$ cat src/rtl/fpu_pkg.sv
// Shared types for the FP sign-injection issue path: op encoding, funct3 constants,
// the queued result record and the funct3 decode helpers.
package fpu_pkg;

  localparam int SGNJ_RD_W = 5;

  localparam logic [2:0] FUNCT3_FSGNJ  = 3'b000;
  localparam logic [2:0] FUNCT3_FSGNJN = 3'b001;
  localparam logic [2:0] FUNCT3_FSGNJX = 3'b010;

  typedef enum logic [1:0] {
    SGNJ  = 2'b00,
    SGNJN = 2'b01,
    SGNJX = 2'b10
  } sgnj_op_e;

  typedef struct packed {
    logic [31:0]          data;
    logic [SGNJ_RD_W-1:0] rd;
    logic                 illegal;
  } sgnj_res_t;

  // Illegal encodings fall back to SGNJ so the unit never sees op 11.
  function automatic sgnj_op_e funct3_to_op(input logic [2:0] funct3);
    sgnj_op_e op;
    case (funct3)
      FUNCT3_FSGNJN: op = SGNJN;
      FUNCT3_FSGNJX: op = SGNJX;
      default:       op = SGNJ;
    endcase
    return op;
  endfunction

  function automatic logic funct3_illegal(input logic [2:0] funct3);
    return !((funct3 == FUNCT3_FSGNJ) || (funct3 == FUNCT3_FSGNJN) ||
             (funct3 == FUNCT3_FSGNJX));
  endfunction

endpackage

$ cat src/rtl/fpu_sgnj_issue_if.sv
// Handshake bundle of the sign-injection issue block: decode input, sign-injection
// unit link and writeback output. master is the issue block, slave its surroundings.
interface fpu_sgnj_issue_if #(
  parameter int RD_W = 5
);
  logic            in_valid;
  logic            in_ready;
  logic [2:0]      in_funct3;
  logic [31:0]     in_rs1;
  logic [31:0]     in_rs2;
  logic [RD_W-1:0] in_rd;

  logic [31:0]     sgnj_rs1;
  logic [31:0]     sgnj_rs2;
  logic [1:0]      sgnj_op;
  logic [31:0]     sgnj_rd;

  logic            wb_valid;
  logic            wb_ready;
  logic [31:0]     wb_data;
  logic [RD_W-1:0] wb_rd;
  logic            wb_illegal;

  modport master (
    input  in_valid, in_funct3, in_rs1, in_rs2, in_rd, sgnj_rd, wb_ready,
    output in_ready, sgnj_rs1, sgnj_rs2, sgnj_op, wb_valid, wb_data, wb_rd, wb_illegal
  );

  modport slave (
    output in_valid, in_funct3, in_rs1, in_rs2, in_rd, sgnj_rd, wb_ready,
    input  in_ready, sgnj_rs1, sgnj_rs2, sgnj_op, wb_valid, wb_data, wb_rd, wb_illegal
  );
endinterface

$ cat src/rtl/fpu_res_fifo.sv
// Result queue between the issue register and FP writeback. A pop frees its slot in the
// same cycle, so push is accepted while full if the head is being consumed.
module fpu_res_fifo
  import fpu_pkg::*;
#(
  parameter  int DEPTH    = 2,
  localparam int PTR_W    = (DEPTH > 1) ? $clog2(DEPTH) : 1,
  localparam int CNT_BITS = $clog2(DEPTH + 1)
) (
  input  logic                clk,
  input  logic                rst,
  input  logic                push_valid,
  output logic                push_ready,
  input  sgnj_res_t           push_data,
  output logic                pop_valid,
  input  logic                pop_ready,
  output sgnj_res_t           pop_data,
  output logic [CNT_BITS-1:0] count
);

  sgnj_res_t           mem_q [DEPTH];
  sgnj_res_t           mem_d [DEPTH];
  sgnj_res_t           last_q, last_d;
  logic [PTR_W-1:0]    wr_ptr_q, wr_ptr_d;
  logic [PTR_W-1:0]    rd_ptr_q, rd_ptr_d;
  logic [CNT_BITS-1:0] count_q, count_d;
  logic                push, pop;

  always_comb begin
    pop_valid  = (count_q != '0);
    pop        = pop_valid && pop_ready;
    push_ready = (count_q < CNT_BITS'(DEPTH)) || pop;
    push       = push_valid && push_ready;

    mem_d = mem_q;
    if (push) mem_d[wr_ptr_q] = push_data;

    wr_ptr_d = wr_ptr_q + PTR_W'(push);
    rd_ptr_d = rd_ptr_q + PTR_W'(pop);
    count_d  = count_q + CNT_BITS'(push) - CNT_BITS'(pop);

    // Remember the head as it leaves so an empty queue keeps presenting it.
    last_d   = pop ? mem_q[rd_ptr_q] : last_q;
    pop_data = pop_valid ? mem_q[rd_ptr_q] : last_q;
    count    = count_q;
  end

  always_ff @(posedge clk) begin
    if (rst) begin
      mem_q    <= '{default: '0};
      last_q   <= '0;
      wr_ptr_q <= '0;
      rd_ptr_q <= '0;
      count_q  <= '0;
    end else begin
      mem_q    <= mem_d;
      last_q   <= last_d;
      wr_ptr_q <= wr_ptr_d;
      rd_ptr_q <= rd_ptr_d;
      count_q  <= count_d;
    end
  end

endmodule

$ cat src/rtl/fpu_sgnj_issue.sv
// Issue side of FSGNJ/FSGNJN/FSGNJX: registers decoded ops, drives the combinational
// sign-injection unit and queues its results for FP register-file writeback.
module fpu_sgnj_issue
  import fpu_pkg::*;
#(
  parameter int RD_W  = SGNJ_RD_W,
  parameter int DEPTH = 2,
  parameter int CNT_W = 16
) (
  input  logic              clk,
  input  logic              rst,
  fpu_sgnj_issue_if.master  bus,
  output logic              busy,
  output logic [CNT_W-1:0]  op_count
);

  localparam int CNT_BITS = $clog2(DEPTH + 1);

  logic            iss_valid_q, iss_valid_d;
  sgnj_op_e        iss_op_q, iss_op_d;
  logic [31:0]     iss_rs1_q, iss_rs1_d;
  logic [31:0]     iss_rs2_q, iss_rs2_d;
  logic [RD_W-1:0] iss_rd_q, iss_rd_d;
  logic            iss_illegal_q, iss_illegal_d;
  logic [CNT_W-1:0] op_count_q, op_count_d;

  logic                fifo_push_ready;
  logic [CNT_BITS-1:0] fifo_count;
  sgnj_res_t           push_res, head_res;
  logic                advance, accept, pop;

  always_comb begin
    advance = iss_valid_q && fifo_push_ready;
    accept  = bus.in_valid && bus.in_ready;
    pop     = bus.wb_valid && bus.wb_ready;

    iss_valid_d   = iss_valid_q;
    iss_op_d      = iss_op_q;
    iss_rs1_d     = iss_rs1_q;
    iss_rs2_d     = iss_rs2_q;
    iss_rd_d      = iss_rd_q;
    iss_illegal_d = iss_illegal_q;
    if (accept) begin
      iss_valid_d   = 1'b1;
      iss_op_d      = funct3_to_op(bus.in_funct3);
      iss_rs1_d     = bus.in_rs1;
      iss_rs2_d     = bus.in_rs2;
      iss_rd_d      = bus.in_rd;
      iss_illegal_d = funct3_illegal(bus.in_funct3);
    end else if (advance) begin
      iss_valid_d = 1'b0;
    end

    push_res.data    = iss_illegal_q ? 32'h0 : bus.sgnj_rd;
    push_res.rd      = SGNJ_RD_W'(iss_rd_q);
    push_res.illegal = iss_illegal_q;

    op_count_d = op_count_q + CNT_W'(pop);
  end

  assign bus.in_ready   = !iss_valid_q || advance;
  assign bus.sgnj_rs1   = iss_valid_q ? iss_rs1_q : 32'h0;
  assign bus.sgnj_rs2   = iss_valid_q ? iss_rs2_q : 32'h0;
  assign bus.sgnj_op    = iss_valid_q ? iss_op_q : SGNJ;
  assign bus.wb_data    = head_res.data;
  assign bus.wb_rd      = RD_W'(head_res.rd);
  assign bus.wb_illegal = head_res.illegal;
  assign busy           = iss_valid_q || (fifo_count != '0);
  assign op_count       = op_count_q;

  always_ff @(posedge clk) begin
    if (rst) begin
      iss_valid_q   <= 1'b0;
      iss_op_q      <= SGNJ;
      iss_rs1_q     <= '0;
      iss_rs2_q     <= '0;
      iss_rd_q      <= '0;
      iss_illegal_q <= 1'b0;
      op_count_q    <= '0;
    end else begin
      iss_valid_q   <= iss_valid_d;
      iss_op_q      <= iss_op_d;
      iss_rs1_q     <= iss_rs1_d;
      iss_rs2_q     <= iss_rs2_d;
      iss_rd_q      <= iss_rd_d;
      iss_illegal_q <= iss_illegal_d;
      op_count_q    <= op_count_d;
    end
  end

  fpu_res_fifo #(
    .DEPTH(DEPTH)
  ) u_res_fifo (
    .clk       (clk),
    .rst       (rst),
    .push_valid(iss_valid_q),
    .push_ready(fifo_push_ready),
    .push_data (push_res),
    .pop_valid (bus.wb_valid),
    .pop_ready (bus.wb_ready),
    .pop_data  (head_res),
    .count     (fifo_count)
  );

endmodule

$ cat src/flat_wrapper.sv
// flat-port wrapper written by rule: the top's interface ports become plain ports
module fpu_sgnj_issue_flat import fpu_pkg::*;
#(
  parameter int RD_W  = SGNJ_RD_W,
  parameter int DEPTH = 2,
  parameter int CNT_W = 16
)
  (clk, rst, busy, op_count, bus_in_valid, bus_in_funct3, bus_in_rs1, bus_in_rs2, bus_in_rd, bus_sgnj_rd, bus_wb_ready, bus_in_ready, bus_sgnj_rs1, bus_sgnj_rs2, bus_sgnj_op, bus_wb_valid, bus_wb_data, bus_wb_rd, bus_wb_illegal);
  fpu_sgnj_issue_if #(.RD_W(RD_W)) bus_i ();
  input  logic clk;
  input  logic rst;
  output logic busy;
  output logic [CNT_W-1:0] op_count;
  input wire logic [$bits(bus_i.in_valid)-1:0] bus_in_valid;
  input wire logic [$bits(bus_i.in_funct3)-1:0] bus_in_funct3;
  input wire logic [$bits(bus_i.in_rs1)-1:0] bus_in_rs1;
  input wire logic [$bits(bus_i.in_rs2)-1:0] bus_in_rs2;
  input wire logic [$bits(bus_i.in_rd)-1:0] bus_in_rd;
  input wire logic [$bits(bus_i.sgnj_rd)-1:0] bus_sgnj_rd;
  input wire logic [$bits(bus_i.wb_ready)-1:0] bus_wb_ready;
  output wire logic [$bits(bus_i.in_ready)-1:0] bus_in_ready;
  output wire logic [$bits(bus_i.sgnj_rs1)-1:0] bus_sgnj_rs1;
  output wire logic [$bits(bus_i.sgnj_rs2)-1:0] bus_sgnj_rs2;
  output wire logic [$bits(bus_i.sgnj_op)-1:0] bus_sgnj_op;
  output wire logic [$bits(bus_i.wb_valid)-1:0] bus_wb_valid;
  output wire logic [$bits(bus_i.wb_data)-1:0] bus_wb_data;
  output wire logic [$bits(bus_i.wb_rd)-1:0] bus_wb_rd;
  output wire logic [$bits(bus_i.wb_illegal)-1:0] bus_wb_illegal;
  assign bus_i.in_valid = bus_in_valid;
  assign bus_i.in_funct3 = bus_in_funct3;
  assign bus_i.in_rs1 = bus_in_rs1;
  assign bus_i.in_rs2 = bus_in_rs2;
  assign bus_i.in_rd = bus_in_rd;
  assign bus_i.sgnj_rd = bus_sgnj_rd;
  assign bus_i.wb_ready = bus_wb_ready;
  assign bus_in_ready = bus_i.in_ready;
  assign bus_sgnj_rs1 = bus_i.sgnj_rs1;
  assign bus_sgnj_rs2 = bus_i.sgnj_rs2;
  assign bus_sgnj_op = bus_i.sgnj_op;
  assign bus_wb_valid = bus_i.wb_valid;
  assign bus_wb_data = bus_i.wb_data;
  assign bus_wb_rd = bus_i.wb_rd;
  assign bus_wb_illegal = bus_i.wb_illegal;
  fpu_sgnj_issue #(.RD_W(RD_W), .DEPTH(DEPTH), .CNT_W(CNT_W)) u_core (.clk(clk), .rst(rst), .bus(bus_i), .busy(busy), .op_count(op_count));
endmodule
$ cat config.mk
export PLATFORM = sky130hd
export DESIGN_NAME = fpu_sgnj_issue_flat
export DESIGN_NICKNAME = d
export VERILOG_FILES = /design/src/rtl/fpu_pkg.sv /design/src/rtl/fpu_sgnj_issue_if.sv /design/src/rtl/fpu_res_fifo.sv /design/src/rtl/fpu_sgnj_issue.sv /design/src/flat_wrapper.sv
export SDC_FILE = /design/constraint.sdc
export NUM_CORES = 1
export LEC_CHECK = 0
export CORE_UTILIZATION = 31
export DETAILED_ROUTE_END_ITERATION = 12
export SETUP_SLACK_MARGIN = 0.15
export SYNTH_ARGS = -nofsm -noshare
export SYNTH_HDL_FRONTEND = slang
export SYNTH_SLANG_ARGS = --single-unit
$ cat constraint.sdc
create_clock -name clk -period 2.4 [get_ports clk]
set_input_delay 0.48 -clock clk [delete_from_list [all_inputs] [get_ports clk]]
set_output_delay 0.48 -clock clk [all_outputs]
set_load 0.005 [all_outputs]
Yosys cells after proc, flatten, opt, wreduce, memory -nomap -nowiden
Cells that the tools add are included.
{"block": "word_totals", "regBits": 207, "latch_bits": 0, "ram_bits": 0, "romBits": 0, "inputBits": 108, "out_inout_bits": 123, "elab_cells": 60, "n_memories": 0}
{"block": "classes", "add_sub_neg": 5, "mul": 0, "div": 0, "n_lt_le_gt_ge": 4, "n_eq_ne": 2, "shift": 0, "mux": 14, "bitwise": 2, "reduce_logical": 14}
{"cell": "2-to-1 mux 38 bit", "count": 5}
{"cell": "2-to-1 mux 32 bit", "count": 3}
{"cell": "bitwise mux 76 bit", "count": 1}
{"cell": "demux 38 bit (select 1 bit)", "count": 1}
{"cell": "adder 16 x 1 -> 16 bit", "count": 1}
{"cell": "logical OR 1 bit", "count": 5}
{"cell": ">= comparator 2 bit, second input constant", "count": 2}
{"cell": "logical AND 1 bit", "count": 4}
{"cell": "NOT 1 -> 2 bit", "count": 2}
{"cell": "case mux 2 bit (2 select lines)", "count": 1}
{"cell": "nonzero test 2 bit", "count": 2}
{"cell": "== test 3 x 1 -> 1 bit, second input constant", "count": 1}
{"cell": "== test 3 x 2 -> 1 bit, second input constant", "count": 1}
{"cell": "logical NOT 3 bit", "count": 1}
{"cell": "adder 1 bit", "count": 2}
{"cell": "adder 2 x 1 -> 2 bit", "count": 1}
{"cell": "logical NOT 1 bit", "count": 2}
{"cell": "less-than comparator 2 x 1 -> 1 bit, second input constant", "count": 1}
{"cell": "less-than comparator 2 bit, second input constant", "count": 1}
{"cell": "2-to-1 mux 1 bit", "count": 2}
{"cell": "2-to-1 mux 2 bit", "count": 1}
{"cell": "subtractor 2 x 1 -> 2 bit", "count": 1}

Logic depth before layout (Yosys ltp)
{"block": "logic_depth", "depth_word": 7, "ltp_mapped": 10, "ltp_nobuf": 8}

Hierarchy
A second synthesis with hierarchy kept.
{"block": "hier_totals", "cells_unflattened": 1030, "hier_area_um2": 8988.6}
{"module": "fpu_res_fifo", "n_inst": 1, "cells_each": 523, "area_each_um2": 5069.9, "seq_area_each_um2": 2362.3}
{"module": "fpu_sgnj_issue", "n_inst": 1, "cells_each": 507, "area_each_um2": 3918.8, "seq_area_each_um2": 1781.7}

Least setup slack after synthesis
OpenSTA, ideal clock, no wires.
{"block": "synth_path", "path_kind": "reg2reg", "startpoint": "register u_core.u_res_fifo.count_q[1] (netlist: u_core.u_res_fifo.count[1])", "endpoint": "register u_core.op_count_q[12] (netlist: u_core.op_count[12])", "setup_time_ns": 0.121, "arrival_ns": 2.024, "required_ns": 2.279, "path_slack_ns": 0.255, "stages_incl_launch_ff": 11, "path_buffers": 2, "synth_period_minus_slack_ns": 2.145, "path_cell_list": "dfxtp_1 -> or2_1 -> buf_2 -> nand2_2 -> inv_2 -> clkbuf_1 -> ha_1 -> nand2_1 -> nor3_1 -> nand3_1 -> mux2_2"}
{"block": "synth_between", "elab_chain_cells": 3}
{"element": "start: declaration", "line_no": "fpu_res_fifo.sv:26", "text": "logic [CNT_BITS-1:0] count_q, count_d;"}
{"element": "start signal: assignment", "line_no": "fpu_res_fifo.sv:60", "text": "count_q <= count_d;"}
{"element": "nonzero test 2 bit", "line_no": "fpu_res_fifo.sv:30", "text": "pop_valid = (count_q != '0);"}
{"element": "logical AND 1 bit", "line_no": "fpu_sgnj_issue.sv:35", "text": "pop = bus.wb_valid && bus.wb_ready;"}
{"element": "via u_core.pop", "line_no": "fpu_sgnj_issue.sv:30", "text": "logic advance, accept, pop;"}
{"element": "adder 16 x 1 -> 16 bit", "line_no": "fpu_sgnj_issue.sv:58", "text": "op_count_d = op_count_q + CNT_W'(pop);"}
{"element": "end signal: assignment", "line_no": "fpu_sgnj_issue.sv:87", "text": "op_count_q <= op_count_d;"}
{"element": "end: declaration", "line_no": "fpu_sgnj_issue.sv:25", "text": "logic [CNT_W-1:0] op_count_q, op_count_d;"}
The timed path passes the listed nets, and every way through them passes these cells.
A chain may end at the register's enable or synchronous reset.

Worst setup path in the final report
{"block": "layout_path", "startpoint": "register u_core.u_res_fifo.count_q[0] (netlist: u_core.u_res_fifo.count[0])", "endpoint": "output port bus_wb_data[18]"}
{"block": "layout_between", "elab_chain_cells": 2}
{"element": "nonzero test 2 bit", "line_no": "fpu_res_fifo.sv:30"}
{"element": "2-to-1 mux 38 bit", "line_no": "fpu_res_fifo.sv:44", "text": "pop_data = pop_valid ? mem_q[rd_ptr_q] : last_q;"}
{"element": "end: declaration", "line_no": "flat_wrapper.sv:26", "text": "output wire logic [$bits(bus_i.wb_data)-1:0] bus_wb_data;"}
Every way passes these cells.

==> impl_metrics.toml <==
[outcome]
status = "finished clean"

[yosys]
synth_fp_nets = 1140
synthDistinctLibCells = 38
synth_sequential_area_ratio_pct = 47.4
netlist_area_mm2 = 0.00875
synth_area_per_cell_um2 = 8.51
ys_ff_latch = 207
syn_inst = 1028
yosys_warnings = 0

[power_and_ir_drop]
combPwrFrac_pct = 40.1
sw_frac_of_total_pct = 33.3
switchingPower_w = 0.00425
power.density_mw_per_mm2 = 993
p_total_w = 0.0128
p_clk_share_pct = 28.1
leakage_nw = 4.92
p_seq_share_pct = 31.8
vdd_ir_drop_max_mv = 0.461
p_int_w = 0.00853

[floorplanning]
dieArea_mm2 = 0.0289
rows = 61
io-pin-count = 231
initial_core_util_pct = 31.5
die_w_um = 170
coreArea_mm2 = 0.0278
fp.dieH_um = 170

[clock_network]
clk_latency_ns = 0.51
htreeDepth = 1
cts_buffers = 24
cts.clk_slew.worst_paths_ns = 0.06
clock_sinks = 207
clockBufferDepth = 3
clockRootBuffer = "clkbuf_16"
cts_tree = "yes"

[detailed_routing]
antenna_left = 0
vias = 7661
viasPerCell = 4.66
drtIter0Drc = 418
drt_wl_total_mm = 25.1
first_pass_iters = 4
wire_per_inst_um = 15.3
drc_errors = 0

[global_route]
grtUsageMet3_pct = 6.26
grt_pass1_vias = 7402
gr-usage-met1_pct = 21.7
grt_start_max_net_pins = 79
track_usage_pct = 17.2
antenna_found_initial = 0
grt_pass1_wl_mm = 39.9
busiest_layer = "met2"
grt_util_met2_pct = 27.6
grt_overflow = 0

[finish]
multi_input_area_mm2 = 0.00471
areaGrowthSynthToFinish_pct = 47.2
ff_latch_area_mm2 = 0.00415
fillers = 2774
drive_above_1_share_pct = 17.3
fin_area_mm2 = 0.0129
nets = 1361
n_antenna_cell = 0

[place]
place_area_mm2 = 0.0116
routabilityCongestion = 0.750
hpwl_mm = 15.4
io_buffers = 230

[timing]
fin_crit_sh_pct = 96.8
hold-worst-slack_ns = 0.383
drv_slew = 0
setup_violations = 0
period_minus_slack_ns = 2.32
clock.fmax_ghz = 0.431
hold_viol_final = 0
slew_headroom_pct = 65.5
tightest_slew_ns = 0.517
grt_setup_unrepaired = "yes"
worst_clock_skew_ns = 0.0114

[critical_path]
rr_startpoint = "u_core.u_res_fifo.count[1]"
worst_r2r_endpoint = "u_core.op_count[12]"
required_ns = 1.92
crit_fanout = 6
crit_type = "reg2out"
cp-end-kind = "output port"
rr_worst_depth = 10
worst_ep_arrival_time_ns = 1.84
cp-start-kind = "flip-flop"
r2r_slack_ns = 0.35

[min_path]
hold_start = "rst"
whs_endpoint = "u_core.u_res_fifo.mem_q[53]"
worstHoldPathCells = 2
hp-class = "in2reg"

[job]
maxCapViolations = 0
==> metal layers <==
metal  part of all wire (%)  wire, µm
met3                     10      2520
met5                      0         0
met2                     44     11100
met4                    1.7       424
met1                     44     11100
==> registers in the layout (all words and copies together) (netlist names) <==
register	flops
u_core.iss_rs1_q	32
u_core.iss_rs2_q	32
u_core.u_res_fifo.mem_q	76
u_core.u_res_fifo.rd_ptr_q	1
u_core.u_res_fifo.last_q	38
u_core.iss_rd_q	5
u_core.u_res_fifo.wr_ptr_q	1
u_core.u_res_fifo.count	2
u_core.iss_valid_q	1
u_core.iss_illegal_q	1
u_core.op_count	16
u_core.iss_op_q	2
==> placed cells by master, fill, tap and decap left out, types with 18 or more instances in the layout <==
master           instances
mux2i_2                 18
clkbuf_16               26
nor2b_1                 35
nor2_1                 153
dlygate4sd2_1           51
buf_2                   31
and2_1                  49
a211oi_1                39
a21oi_1                 81
a21oi_2                 20
dfxtp_1                204
mux2i_1                 93
buf_4                   18
clkdlybuf4s50_1        144
nand2_1                145
==> worst max path at each step <==
stage                               startpoint                          end  cells past startpoint
floorplan           u_core.u_res_fifo.count[1]          u_core.op_count[12]                     10
global placement                  bus_wb_ready  u_core.u_res_fifo.mem_q[45]                      7
detailed placement                bus_wb_ready  u_core.u_res_fifo.mem_q[19]                      7
CTS                 u_core.u_res_fifo.count[1]              bus_wb_data[18]                      6
global route        u_core.u_res_fifo.count[0]              bus_wb_data[18]                      6
finish              u_core.u_res_fifo.count[0]              bus_wb_data[18]                      6
==> stage by stage <==
| stage | cells | TNS [ns] | util, % | setup WS [ns] |
|---|---|---|---|---|
| after floorplan | 1028 | 0 | - | 0.255 |
| after detailed placement | 1585 | -0.163 | 41.6 | -0.0289 |
| after CTS | 1642 | -0.00106 | 45.9 | -0.00106 |
| after global routing | 1644 | 0 | 46.3 | 0.0329 |
| after global placement | 1585 | 0 | 41.6 | 0.00478 |
| final | 1644 | 0 | 46.3 | 0.0777 |
==> power groups by stage <==
stage	sequential, W	clock (W)	combinational [W]
2_1_floorplan	0.00403	0	0.00205
3_3_place_gp	0.00407	0	0.00415
3_5_place_dp	0.00408	0	0.00418
4_1_cts	0.00403	0.00371	0.00504
5_1_grt	0.00411	0.00385	0.00556
6_report	0.00406	0.00359	0.00513
==> cell type report <==
type,instances,share of cell area [%]
well taps,378,3.67
clock buffers,34,5.51
clock inverters,9,0.574
inverters,5,0.146
repair buffers,274,21.2
flip-flops and latches,207,32.3
multi-input cells,737,36.6
==> kinds of logic (layout without fill, tap and decap cells) <==
| logic type | count (synthesis) | count (layout) | synth area share [%] |
|---|---|---|---|
| AO/OA/AOI/OAI | 162 | 162 | 10.5 |
| XOR/XNOR | 12 | 12 | 1.20 |
| adder cells (fa/ha/maj) | 4 | 4 | 0.572 |
| buffers and inverters | 84 | 322 | 4.05 |
| flip-flops | 207 | 207 | 47.4 |
| multiplexers | 115 | 115 | 13.2 |
| AND/OR/NAND/NOR | 444 | 444 | 23.1 |
==> cell usage after synthesis (all sizes together) <==
| cell type | number | area, µm² |
|---|---|---|
| mux2 | 1 | 11.3 |
| and4 | 1 | 8.76 |
| inv | 5 | 18.8 |
| a21boi | 1 | 7.51 |
| nor4 | 4 | 25.0 |
| nand3b | 2 | 15.0 |
| a211oi | 39 | 293 |
| nor2 | 167 | 627 |
| nor2b | 35 | 219 |
| or3 | 3 | 20.0 |
| dfxtp | 207 | 4140 |
| o2111ai | 1 | 8.76 |
| and3 | 1 | 6.26 |
| or2 | 2 | 15.0 |
| o31ai | 3 | 22.5 |
| nand2 | 147 | 554 |
| ha | 4 | 50.1 |
| xnor2 | 7 | 61.3 |
| or4 | 3 | 22.5 |
| nand4 | 3 | 18.8 |
| nor3 | 2 | 10.0 |
| buf | 34 | 166 |
| and2 | 67 | 419 |
| xor2 | 5 | 43.8 |
| o21ai | 3 | 15.0 |
| clkbuf | 45 | 169 |
| a21oi | 115 | 576 |
| or4b | 1 | 10.0 |
| nand3 | 6 | 47.6 |
| mux2i | 114 | 1140 |
==> timing repair <==
action | 4_1_cts | 5_1_grt
cloned | 5 | 1
pin swaps | 21 | 7
resized for setup | 276 | 36
setup endpoints to repair | 107 | 47
setup buffers | 9 | 1
hold buffers | 0 | 0
==> critical path, stage by stage (launching register included) <==
cell     delay, ns
dfxtp_2       0.32
or2_4         0.28
buf_6         0.14
buf_12        0.14
buf_16        0.15
a21oi_4       0.16
buf_2         0.13
Power figures use the tool's default switching activity.
